--- config.mk ---
export PLATFORM = sky130hd
export DESIGN_NAME = add_op_seq
export DESIGN_NICKNAME = d
export VERILOG_FILES = /design/src/rtl/add_op_seq.sv
export SDC_FILE = /design/constraint.sdc
export NUM_CORES = 1
export LEC_CHECK = 0
export ABC_AREA = 0
export CORE_MARGIN = 3
export CORE_UTILIZATION = 41
export DETAILED_ROUTE_END_ITERATION = 8
export HOLD_SLACK_MARGIN = 0.08
export PLACE_DENSITY_LB_ADDON = 0.15
export SYNTH_ARGS = -nofsm -noshare
export SYNTH_HDL_FRONTEND = slang
export SYNTH_SLANG_ARGS = --single-unit
export TNS_END_PERCENT = 10
--- constraint.sdc ---
create_clock -name clock -period 1.8 [get_ports clock]
set_clock_uncertainty 0.2 [all_clocks]
set_input_delay 0.36 -clock clock [delete_from_list [all_inputs] [get_ports clock]]
set_output_delay 0.36 -clock clock [all_outputs]
set_load 0.01 [all_outputs]
--- src/rtl/add_op_seq.sv ---
// Operand sequencer and result capture around an external ripple-carry adder.
// Operands load from the shared bus, settle for SETTLE cycles, then the sum and flags are held for a valid/ready consumer.
module add_op_seq #(
   parameter int WIDTH  = 8,
   parameter int SETTLE = 2
) (
   input  logic             clock,
   input  logic             clear,
   input  logic [WIDTH-1:0] bus_in,
   input  logic             ld_a,
   input  logic             ld_b,
   input  logic             start,
   output logic             busy,
   output logic [WIDTH-1:0] add_a,
   output logic [WIDTH-1:0] add_b,
   input  logic [WIDTH-1:0] add_result,
   output logic [WIDTH-1:0] result,
   output logic             flag_z,
   output logic             flag_n,
   output logic             flag_c,
   output logic             flag_v,
   output logic             out_valid,
   input  logic             out_ready
);

   typedef enum logic [1:0] {IDLE, EXEC, DONE} state_t;

   localparam logic [3:0] LAST = 4'(SETTLE - 1);

   state_t           state_reg, state_next;
   logic [3:0]       cnt_reg, cnt_next;
   logic [WIDTH-1:0] a_reg, b_reg, result_reg;
   logic             z_reg, n_reg, c_reg, v_reg;
   logic             z_next, n_next, c_next, v_next;
   logic             capture;

   assign capture = (state_reg == EXEC) && (cnt_reg == LAST);

   always_comb begin
      state_next = state_reg;
      cnt_next   = cnt_reg;
      case (state_reg)
         IDLE: begin
            if (start) begin
               state_next = EXEC;
               cnt_next   = 4'd0;
            end
         end
         EXEC: begin
            cnt_next = cnt_reg + 4'd1;
            if (capture)
               state_next = DONE;
         end
         DONE: begin
            if (out_ready)
               state_next = IDLE;
         end
         default: state_next = IDLE;
      endcase
   end

   // Flags derive from the frozen operands; carry is recovered as wrap-around (R < A).
   always_comb begin
      z_next = (add_result == '0);
      n_next = add_result[WIDTH-1];
      c_next = (add_result < a_reg);
      v_next = (a_reg[WIDTH-1] == b_reg[WIDTH-1]) && (add_result[WIDTH-1] != a_reg[WIDTH-1]);
   end

   always_ff @(posedge clock or posedge clear) begin
      if (clear) begin
         state_reg <= IDLE;
         cnt_reg   <= 4'd0;
      end else begin
         state_reg <= state_next;
         cnt_reg   <= cnt_next;
      end
   end

   always_ff @(posedge clock or posedge clear) begin
      if (clear) begin
         a_reg <= '0;
         b_reg <= '0;
      end else if (state_reg == IDLE) begin
         if (ld_a)
            a_reg <= bus_in;
         if (ld_b)
            b_reg <= bus_in;
      end
   end

   always_ff @(posedge clock or posedge clear) begin
      if (clear) begin
         result_reg <= '0;
         z_reg      <= 1'b0;
         n_reg      <= 1'b0;
         c_reg      <= 1'b0;
         v_reg      <= 1'b0;
      end else if (capture) begin
         result_reg <= add_result;
         z_reg      <= z_next;
         n_reg      <= n_next;
         c_reg      <= c_next;
         v_reg      <= v_next;
      end
   end

   assign busy      = (state_reg != IDLE);
   assign out_valid = (state_reg == DONE);
   assign add_a     = a_reg;
   assign add_b     = b_reg;
   assign result    = result_reg;
   assign flag_z    = z_reg;
   assign flag_n    = n_reg;
   assign flag_c    = c_reg;
   assign flag_v    = v_reg;

endmodule

# --- After elaboration in Yosys (flattened, before gate mapping) ---
# Cells that the tools add are included.
word_totals:
  output_inout_bits: 30
  input_bits: 22
  register_bits: 34
  wordCells: 35
op_classes:
  add_sub_neg: 1
  magnitude_cmp: 1
  n_eq_ne: 8
  muxes: 6
  reduce_logical: 10
op_table:
  columns: ["operator", "count"]
  rows:
  - ["$logic_not A8 Y1", 1]
  - ["$lt A8 B8 Y1", 1]
  - ["$pmux W4 S2", 1]
  - ["$mux W2", 3]
  - ["$pmux W2 S3", 1]
  - ["$reduce_and A2 Y1", 3]
  - ["$add A4 B1 Y4 const B", 1]
  - ["$eq A4 B1 Y1 const B", 1]
  - ["$mux W4", 1]
  - ["$ne A2 B2 Y1 const B", 2]
  - ["$reduce_bool A2 Y1", 2]
  - ["$reduce_and A3 Y1", 1]
  - ["$eq A2 B1 Y1 const B", 1]
  - ["$eq A2 B2 Y1 const B", 1]
  - ["$logic_and A1 B1 Y1", 2]
  - ["$logic_not A2 Y1", 1]
  - ["$ne A2 B1 Y1 const B", 1]
  - ["$eq A1 B1 Y1", 1]
  - ["$ne A1 B1 Y1", 1]

# --- Depth between registers and ports, before layout ---
# Gate-level depths: netlist of run 1.
depth:
  depth_word: 4
  mapped_depth: 8
  mapped_depth_nobuf: 6

# --- Worst setup path before layout of run 1 ---
# Ideal clock, no wire load.
synth_path:
  path_type: "reg2reg"
  startpoint: "reg cnt_reg[1]"
  endpoint: "reg result_reg[5] (netlist: result[5])"
  setup_ps: 125
  required_time_ps: 1475
  period_less_slack_ps: 1701
  path_stages_with_launch: 8
  path_buffers: 2
  setup_slack_ps: 99
  arrival_time_ps: 1376
  cell_sequence: "dfrtp_1 inv_1 ha_1 nor3b_4 nand2b_4 buf_6 buf_8 mux2_4"
synth_via:
  elab_chain_cells: 2
synth_lines:
  columns: ["item", "line_no", "text"]
  rows:
  - ["start, declared", "31", "logic [3:0] cnt_reg, cnt_next;"]
  - ["start signal, assigned", "76", "cnt_reg <= cnt_next;"]
  - ["$eq A4 B1 Y1", "37", "assign capture = (state_reg == EXEC) && (cnt_reg == LAST);"]
  - ["$logic_and A1 B1 Y1", "37", null]
  - ["end signal, assigned", "100", "result_reg <= add_result;"]
  - ["end, declared", "32", "logic [WIDTH-1:0] a_reg, b_reg, result_reg;"]
# Every way passes these cells.
# A chain may end at the register's enable or synchronous reset.

# --- Worst setup path after layout of run 1 ---
layout_path:
  startpoint: "reg a_reg[2] (netlist: add_a[2])"
  endpoint: "out add_a[2]"
layout_lines:
  columns: ["item", "line_no", "text"]
  rows:
  - ["start, declared", "32", null]
  - ["start signal, assigned", "86", "a_reg <= bus_in;"]
  - ["end, declared", "14", "output logic [WIDTH-1:0] add_a,"]
# No word-level cell between the ends.

==> impl_metrics.env, run 1 <==
export IMPL_status="finished clean"
export IMPL_fin_crit_sh=0.979
export IMPL_die_y_um=67.8
export IMPL_rsz0062_at_grt="true"
export IMPL_synth_fa_ha_area_frac=0.0719
export IMPL_ant_nets=0
export IMPL_hold_class="input pin to async pin"
export IMPL_worstPathRequired_ns=1.24
export IMPL_ys_warnings_count=0
export IMPL_synth_area_leader_cell="dfrtp_1"
export IMPL_std_cell_rows=21
export IMPL_slew_headroom=0.751
export IMPL_grt_max_degree=34
export IMPL_min_period_ns=1.76
export IMPL_synth_seq_cells=33
export IMPL_grt_pass1_vias=1175
export IMPL_drc=0
export IMPL_area_growth_pct=51.1
export IMPL_critPathMaxStageDelay_ns=0.55
export IMPL_syn_area_per_cell_sq_um=12.1
export IMPL_synth_compound_area_frac=0.101
export IMPL_muxShareOfSynthArea=0.129
export IMPL_rr_worst_depth=5
export IMPL_synth_top_area_frac=0.527
export IMPL_final_hold_violation_count=0
export IMPL_cts_tree="yes"
export IMPL_fillers=278
export IMPL_clk_latency_ns=0.28
export IMPL_initial_utilization=0.448
export IMPL_powerDensity_nw_per_um2=1680
export IMPL_syn_nets=161
export IMPL_first_iter_violations=57
export IMPL_r2r_end="add_b[2]$_DFFE_PP0P_"
export IMPL_cts_root_buf="clkbuf_8"
export IMPL_ys_async_sr_fraction=1.00
export IMPL_io_pins=52
export IMPL_nNetsFinal=229
export IMPL_path_clk_slew_ns=0.06
export IMPL_crit_family="buffers and inverters"
export IMPL_reg2reg_from="state_reg[0]$_DFFE_PP0P_"
export IMPL_grt_usage=0.162
export IMPL_ys_flop_type="dfrtp_1"
export IMPL_peakVddDrop_v=0.000838
export IMPL_synth_top_family_by_area="multiplexers"
export IMPL_cts_buffer_depth=2
export IMPL_maxCapViolCount=0
export IMPL_cts_sinks=33
export IMPL_num_vias=1197
export IMPL_synth_edf_count=0
export IMPL_fp_dieW_um=67.8
export IMPL_antenna_found_initial=0
export IMPL_ys_top_cells_by_area="dfrtp_1 53%, mux2_2 9.3%, ha_1 7.2%"
export IMPL_overflow=0
export IMPL_crit_path_max_fanout=2
export IMPL_first_pass_iters=4
export IMPL_setup_viol=0
export IMPL_p_leak_uw=0.00112
export IMPL_wl_um=3390
export IMPL_synth_common_cells="33 x dfrtp_1, 14 x nand2_1, 13 x inv_1, 13 x mux2_2, 13 x o21ai_0"
export IMPL_crit_type="flop to primary output"
export IMPL_netlist_area_sq_um=1570
export IMPL_crit_chain="clkdlybuf4s50_1"
export IMPL_setup_worst_path_start_class="flop"
export IMPL_layout_setup_ws_ns=0.0371
export IMPL_slew_viol_final=0
export IMPL_syn_inst=130
export IMPL_gp_congestion=0.857
export IMPL_synth_simple_gate_area_share=0.109
export IMPL_ys_types=33
export IMPL_yosysSeqAreaShare=0.527
export IMPL_r2r_setup_slack_ns=0.10
export IMPL_io_buffers=51
export IMPL_synthMostInstantiatedCell="dfrtp_1"
export IMPL_cts_made_buffers=5
export IMPL_power_uw=3990
export IMPL_fmax_mhz=567
export IMPL_grt_pass1_wl_um=5350
export IMPL_vias_per_cell=4.89
export IMPL_post_drt_wl_per_cell_um=13.8
export IMPL_post_route_cells_drive_above_1_share=0.246
export IMPL_worstSetupEndpointType="primary output"
export IMPL_core_area_sq_um=3490
export IMPL_n_antenna_cell=0
export IMPL_dieArea_sq_um=4600
export IMPL_dp_hpwl_um=2660
export IMPL_critPathSlowestCell="clkdlybuf4s50_1"
export IMPL_path_buf_inv=1
export IMPL_synth_xor_area_frac=0.00559
export IMPL_tightest_slew_ns=0.372
export IMPL_dp_worst_setup_slack_ns=-0.233
export IMPL_cp_data_arrival_time_ns=1.20
export IMPL_htreeDepth=2
==> report_power, final <==
group,switching (uW),leakage [uW],internal [uW]
Clock,254,0.0000542,345
Combinational,824,0.000664,1230
Sequential,235,0.000401,1100
==> layer usage <==
layer  vias to the layer above  wire length, um  GRT usage
li1                        582                -          -
met5                         -                0          0
met1                       563             1400      0.200
met2                        43             1650      0.252
met3                         9              251     0.0493
met4                         0               94     0.0943
==> worst max path at each step <==
stage | startpoint | end | depth (start not counted)
3_5_place_dp | add_result[5] | flag_c$_DFFE_PP0P_ | 5
5_1_grt | add_result[5] | flag_c$_DFFE_PP0P_ | 5
4_1_cts | state_reg[0]$_DFFE_PP0P_ | busy | 2
3_3_place_gp | add_result[5] | flag_c$_DFFE_PP0P_ | 5
6_report | add_a[2]$_DFFE_PP0P_ | add_a[2] | 1
2_1_floorplan | cnt_reg[1]$_DFFE_PP0P_ | result[5]$_DFFE_PP0P_ | 7
==> stage by stage <==
| step | area [sq um] | std cells | utilization | TNS, ns | hold WS [ns] |
|---|---|---|---|---|---|
| global route | 2370 | 245 | 0.677 | -0.0130 | 0.243 |
| finish | 2370 | 245 | 0.677 | 0 | 0.224 |
| floorplan | 1570 | 130 | - | 0 | 0.268 |
| global placement | 2200 | 235 | 0.629 | -0.155 | 0.262 |
| CTS | 2300 | 243 | 0.658 | 0 | 0.229 |
| detailed placement | 2200 | 235 | 0.629 | -0.247 | 0.276 |
==> kinds of logic after synthesis <==
logic type,Yosys count
xor gates and xnor gates,1
AOI/OAI and AO/OA,24
muxes,17
buffers and inverters,17
DFF,33
adders and majority gates,9
and+or+nand+nor,29
==> final cells by class <==
type                            count  area, sq um  share of cell area
Clock buffer                        7         96.3              0.0407
Clock inverter                      1         5.00             0.00211
Inverter                           13         48.8              0.0206
Multi-Input combinational cell     80          679               0.287
Sequential cell                    33          826               0.349
Tap cell                           46         57.6              0.0243
Timing Repair Buffer               65          654               0.276
==> timing repair <==
item,4_1_cts,5_1_grt
pin swaps,0,1
hold buffers,0,0
setup endpoints to repair,2,16
cloned,0,0
gates resized for setup,4,13
setup buffers,0,2
==> cells in the final DEF, fill, tap and decap left out, drive strengths merged <==
cell and count:
o31ai 1, dfrtp 33, or2 1, nand4 1, nor3b 1, dlymetal6s2s 5, xor2 1, clkinv 1
clkdlybuf4s50 44, o211ai 1, a211oi 3, nor4 2, mux2 16, nor2 4, a22o 2, clkbuf 7
a21oi 1, o21ai 13, o21bai 1, inv 13, a21o 1, ha 9, nor3 1, nand2b 4
clkdlybuf4s15 2, buf 14, nand3 1, o41ai 1, nand2 14, mux2i 1
Note: power is estimated with default switching activity, not from simulation.
==> run 2, diff against run 1 <==
--- a/config.mk
+++ b/config.mk
@@ -7,10 +7,12 @@
 export LEC_CHECK = 0
 export ABC_AREA = 0
 export CORE_MARGIN = 3
-export CORE_UTILIZATION = 41
+export CORE_UTILIZATION = 45
 export DETAILED_ROUTE_END_ITERATION = 8
 export HOLD_SLACK_MARGIN = 0.08
+export MAX_ROUTING_LAYER = met4
 export PLACE_DENSITY_LB_ADDON = 0.15
+export SETUP_SLACK_MARGIN = 0.1
 export SYNTH_ARGS = -nofsm -noshare
 export SYNTH_HDL_FRONTEND = slang
 export SYNTH_SLANG_ARGS = --single-unit
==> constraint.sdc (replaced) <==
create_clock -name clock -period 2.1 [get_ports clock]
set_clock_uncertainty 0.2 [all_clocks]
set_input_delay 0.42 -clock clock [delete_from_list [all_inputs] [get_ports clock]]
set_output_delay 0.42 -clock clock [all_outputs]
set_load 0.01 [all_outputs]
==> run 2 against run 1 <==
Net effect:
- clock power down 33%
- cell count down 4.9%
- setup slack better by 0.16 ns
- sequential power down 14%
- hold slack better by 0.051 ns
- total power down 20%
- utilization up 1.4 points
- combinational power down 20%
- die area down 8.1%
- critical endpoint is now busy
- flip-flop and latch count unchanged
==> impl_metrics.env, run 2 (synthesis results as in run 1) <==
export IMPL_status="finished clean"
export IMPL_rr_worst_depth=5
export IMPL_rsz0062_at_grt="false"
export IMPL_die_y_um=65
export IMPL_reg2reg_from="state_reg[0]$_DFFE_PP0P_"
export IMPL_antenna_found_initial=0
export IMPL_layout_setup_ws_ns=0.193
export IMPL_final_hold_violation_count=0
export IMPL_fillers=254
export IMPL_cts_sinks=33
export IMPL_initial_utilization=0.493
export IMPL_nNetsFinal=219
export IMPL_fin_crit_sh=0.908
export IMPL_maxCapViolCount=0
export IMPL_r2r_end="result[4]$_DFFE_PP0P_"
export IMPL_first_pass_iters=4
export IMPL_core_area_sq_um=3180
export IMPL_drc=0
export IMPL_mostFrequentLayoutCell="clkdlybuf4s50_1"
export IMPL_p_leak_uw=0.000980
export IMPL_worstSetupEndpointType="primary output"
export IMPL_cts_root_buf="clkbuf_4"
export IMPL_cts_buffer_depth=2
export IMPL_io_pins=52
export IMPL_area_growth_pct=40.3
export IMPL_slew_viol_final=0
export IMPL_io_buffers=51
export IMPL_cts_tree="yes"
export IMPL_final_cell_mix="49 x clkdlybuf4s50_1, 31 x dfrtp_1, 14 x nand2_1"
export IMPL_dieArea_sq_um=4230
export IMPL_vias_per_cell=5.05
export IMPL_crit_path_max_fanout=3
export IMPL_setup_worst_path_start_class="flop"
export IMPL_path_clk_slew_ns=0.10
export IMPL_first_iter_violations=27
export IMPL_peakVddDrop_v=0.000659
export IMPL_grt_max_degree=34
export IMPL_crit_type="flop to primary output"
export IMPL_n_antenna_cell=0
export IMPL_post_drt_wl_per_cell_um=14.4
export IMPL_overflow=0
export IMPL_slew_headroom=0.722
export IMPL_crit_family="flip-flops"
export IMPL_critPathMaxStageDelay_ns=0.44
export IMPL_gp_congestion=0.756
export IMPL_clk_latency_ns=0.33
export IMPL_fmax_mhz=524
export IMPL_grt_pass1_vias=1189
export IMPL_fp_dieW_um=65
export IMPL_dp_hpwl_um=2620
export IMPL_crit_chain="or2_4, clkdlybuf4s15_1"
export IMPL_htreeDepth=2
export IMPL_wl_um=3350
export IMPL_setup_viol=0
export IMPL_ant_nets=0
export IMPL_post_route_cells_drive_above_1_share=0.206
export IMPL_std_cell_rows=20
export IMPL_path_buf_inv=1
export IMPL_tightest_slew_ns=0.416
export IMPL_r2r_setup_slack_ns=0.39
export IMPL_worstPathRequired_ns=1.48
export IMPL_final_area_sq_um=2200
export IMPL_num_vias=1176
export IMPL_dpl_cell_area_sq_um=2100
export IMPL_critPathSlowestCell="dfrtp_2"
export IMPL_grt_pass1_wl_um=5600
export IMPL_powerDensity_nw_per_um2=1450
export IMPL_hold_class="input pin to async pin"
export IMPL_hold_buffers=0
export IMPL_grt_usage=0.179
export IMPL_cp_num_cells=2
export IMPL_dp_worst_setup_slack_ns=-0.0600
export IMPL_cts_made_buffers=5
export IMPL_min_period_ns=1.91
export IMPL_cp_data_arrival_time_ns=1.29
-- run 2: changes by cell type in the layout (fill, tap and decap cells not counted), sizes merged --
cell           previous run  this run
clkdlybuf4s15             2         1
dlymetal6s2s              5         0
dlygate4sd2               0         1
clkdlybuf4s50            44        49
buf                      14         4
-- run 2: cell type report --
cell class	instances	area (sq um)	share of cell area
Sequential cell	33	828	0.377
Multi-Input combinational cell	80	656	0.298
Timing Repair Buffer	55	539	0.245
Clock buffer	7	65.1	0.0296
Tap cell	44	55.1	0.0251
Inverter	13	48.8	0.0222
Clock inverter	1	5.00	0.00228
-- run 2: per-layer routing --
layer  up-vias  global-route usage  share of wire
met5         -                   -              0
met4         0              0.0712          0.018
met3         8              0.0520          0.064
met2        38               0.280           0.47
met1       559               0.220           0.45
li1        571                   -              -
-- run 2: worst register-to-register path, cell delays in order (launching register included) --
cell,delay [ns]
dfrtp_2,0.44
buf_4,0.14
buf_4,0.14
nand2b_2,0.08
nand2b_4,0.25
mux2_2,0.36
-- run 2: what timing repair did --
| item | 4_1_cts | 5_1_grt |
|---|---|---|
| setup endpoints to repair | 2 | 1 |
| endpoints found under the hold margin | 0 | 0 |
| pin swaps | 1 | 0 |
| buffers inserted | 1 | 2 |
| resized for setup | 4 | 2 |
-- run 2: worst max path at each step --
stage | to | from | slack [ns]
final | busy | state_reg[0]$_DFFE_PP0P_ | 0.19
after global routing | add_b[7] | add_b[7]$_DFFE_PP0P_ | 0.13
after CTS | busy | state_reg[1]$_DFFE_PP0P_ | 0.11
after detailed placement | flag_c$_DFFE_PP0P_ | add_result[5] | -0.06
after global placement | flag_c$_DFFE_PP0P_ | add_result[5] | 0.06
after floorplan | result[5]$_DFFE_PP0P_ | cnt_reg[1]$_DFFE_PP0P_ | 0.40
-- run 2: metrics by stage --
step	utilization	power, uW	TNS [ns]	std cells	hold slack (ns)
global route	0.691	3430	0	233	0.303
finish	0.691	3190	0	233	0.275
detailed placement	0.661	2780	-0.0600	222	0.278
CTS	0.686	3210	0	231	0.267
global placement	0.661	2710	0	222	0.262
floorplan	-	2050	0	130	0.296
-- run 2: where the power goes --
part / leakage (uW) / internal, uW / switching, uW
Clock: 0.0000413 / 194 / 206
Sequential: 0.000399 / 946 / 204
Combinational: 0.000540 / 960 / 680
Total: 0.000980 / 2100 / 1090
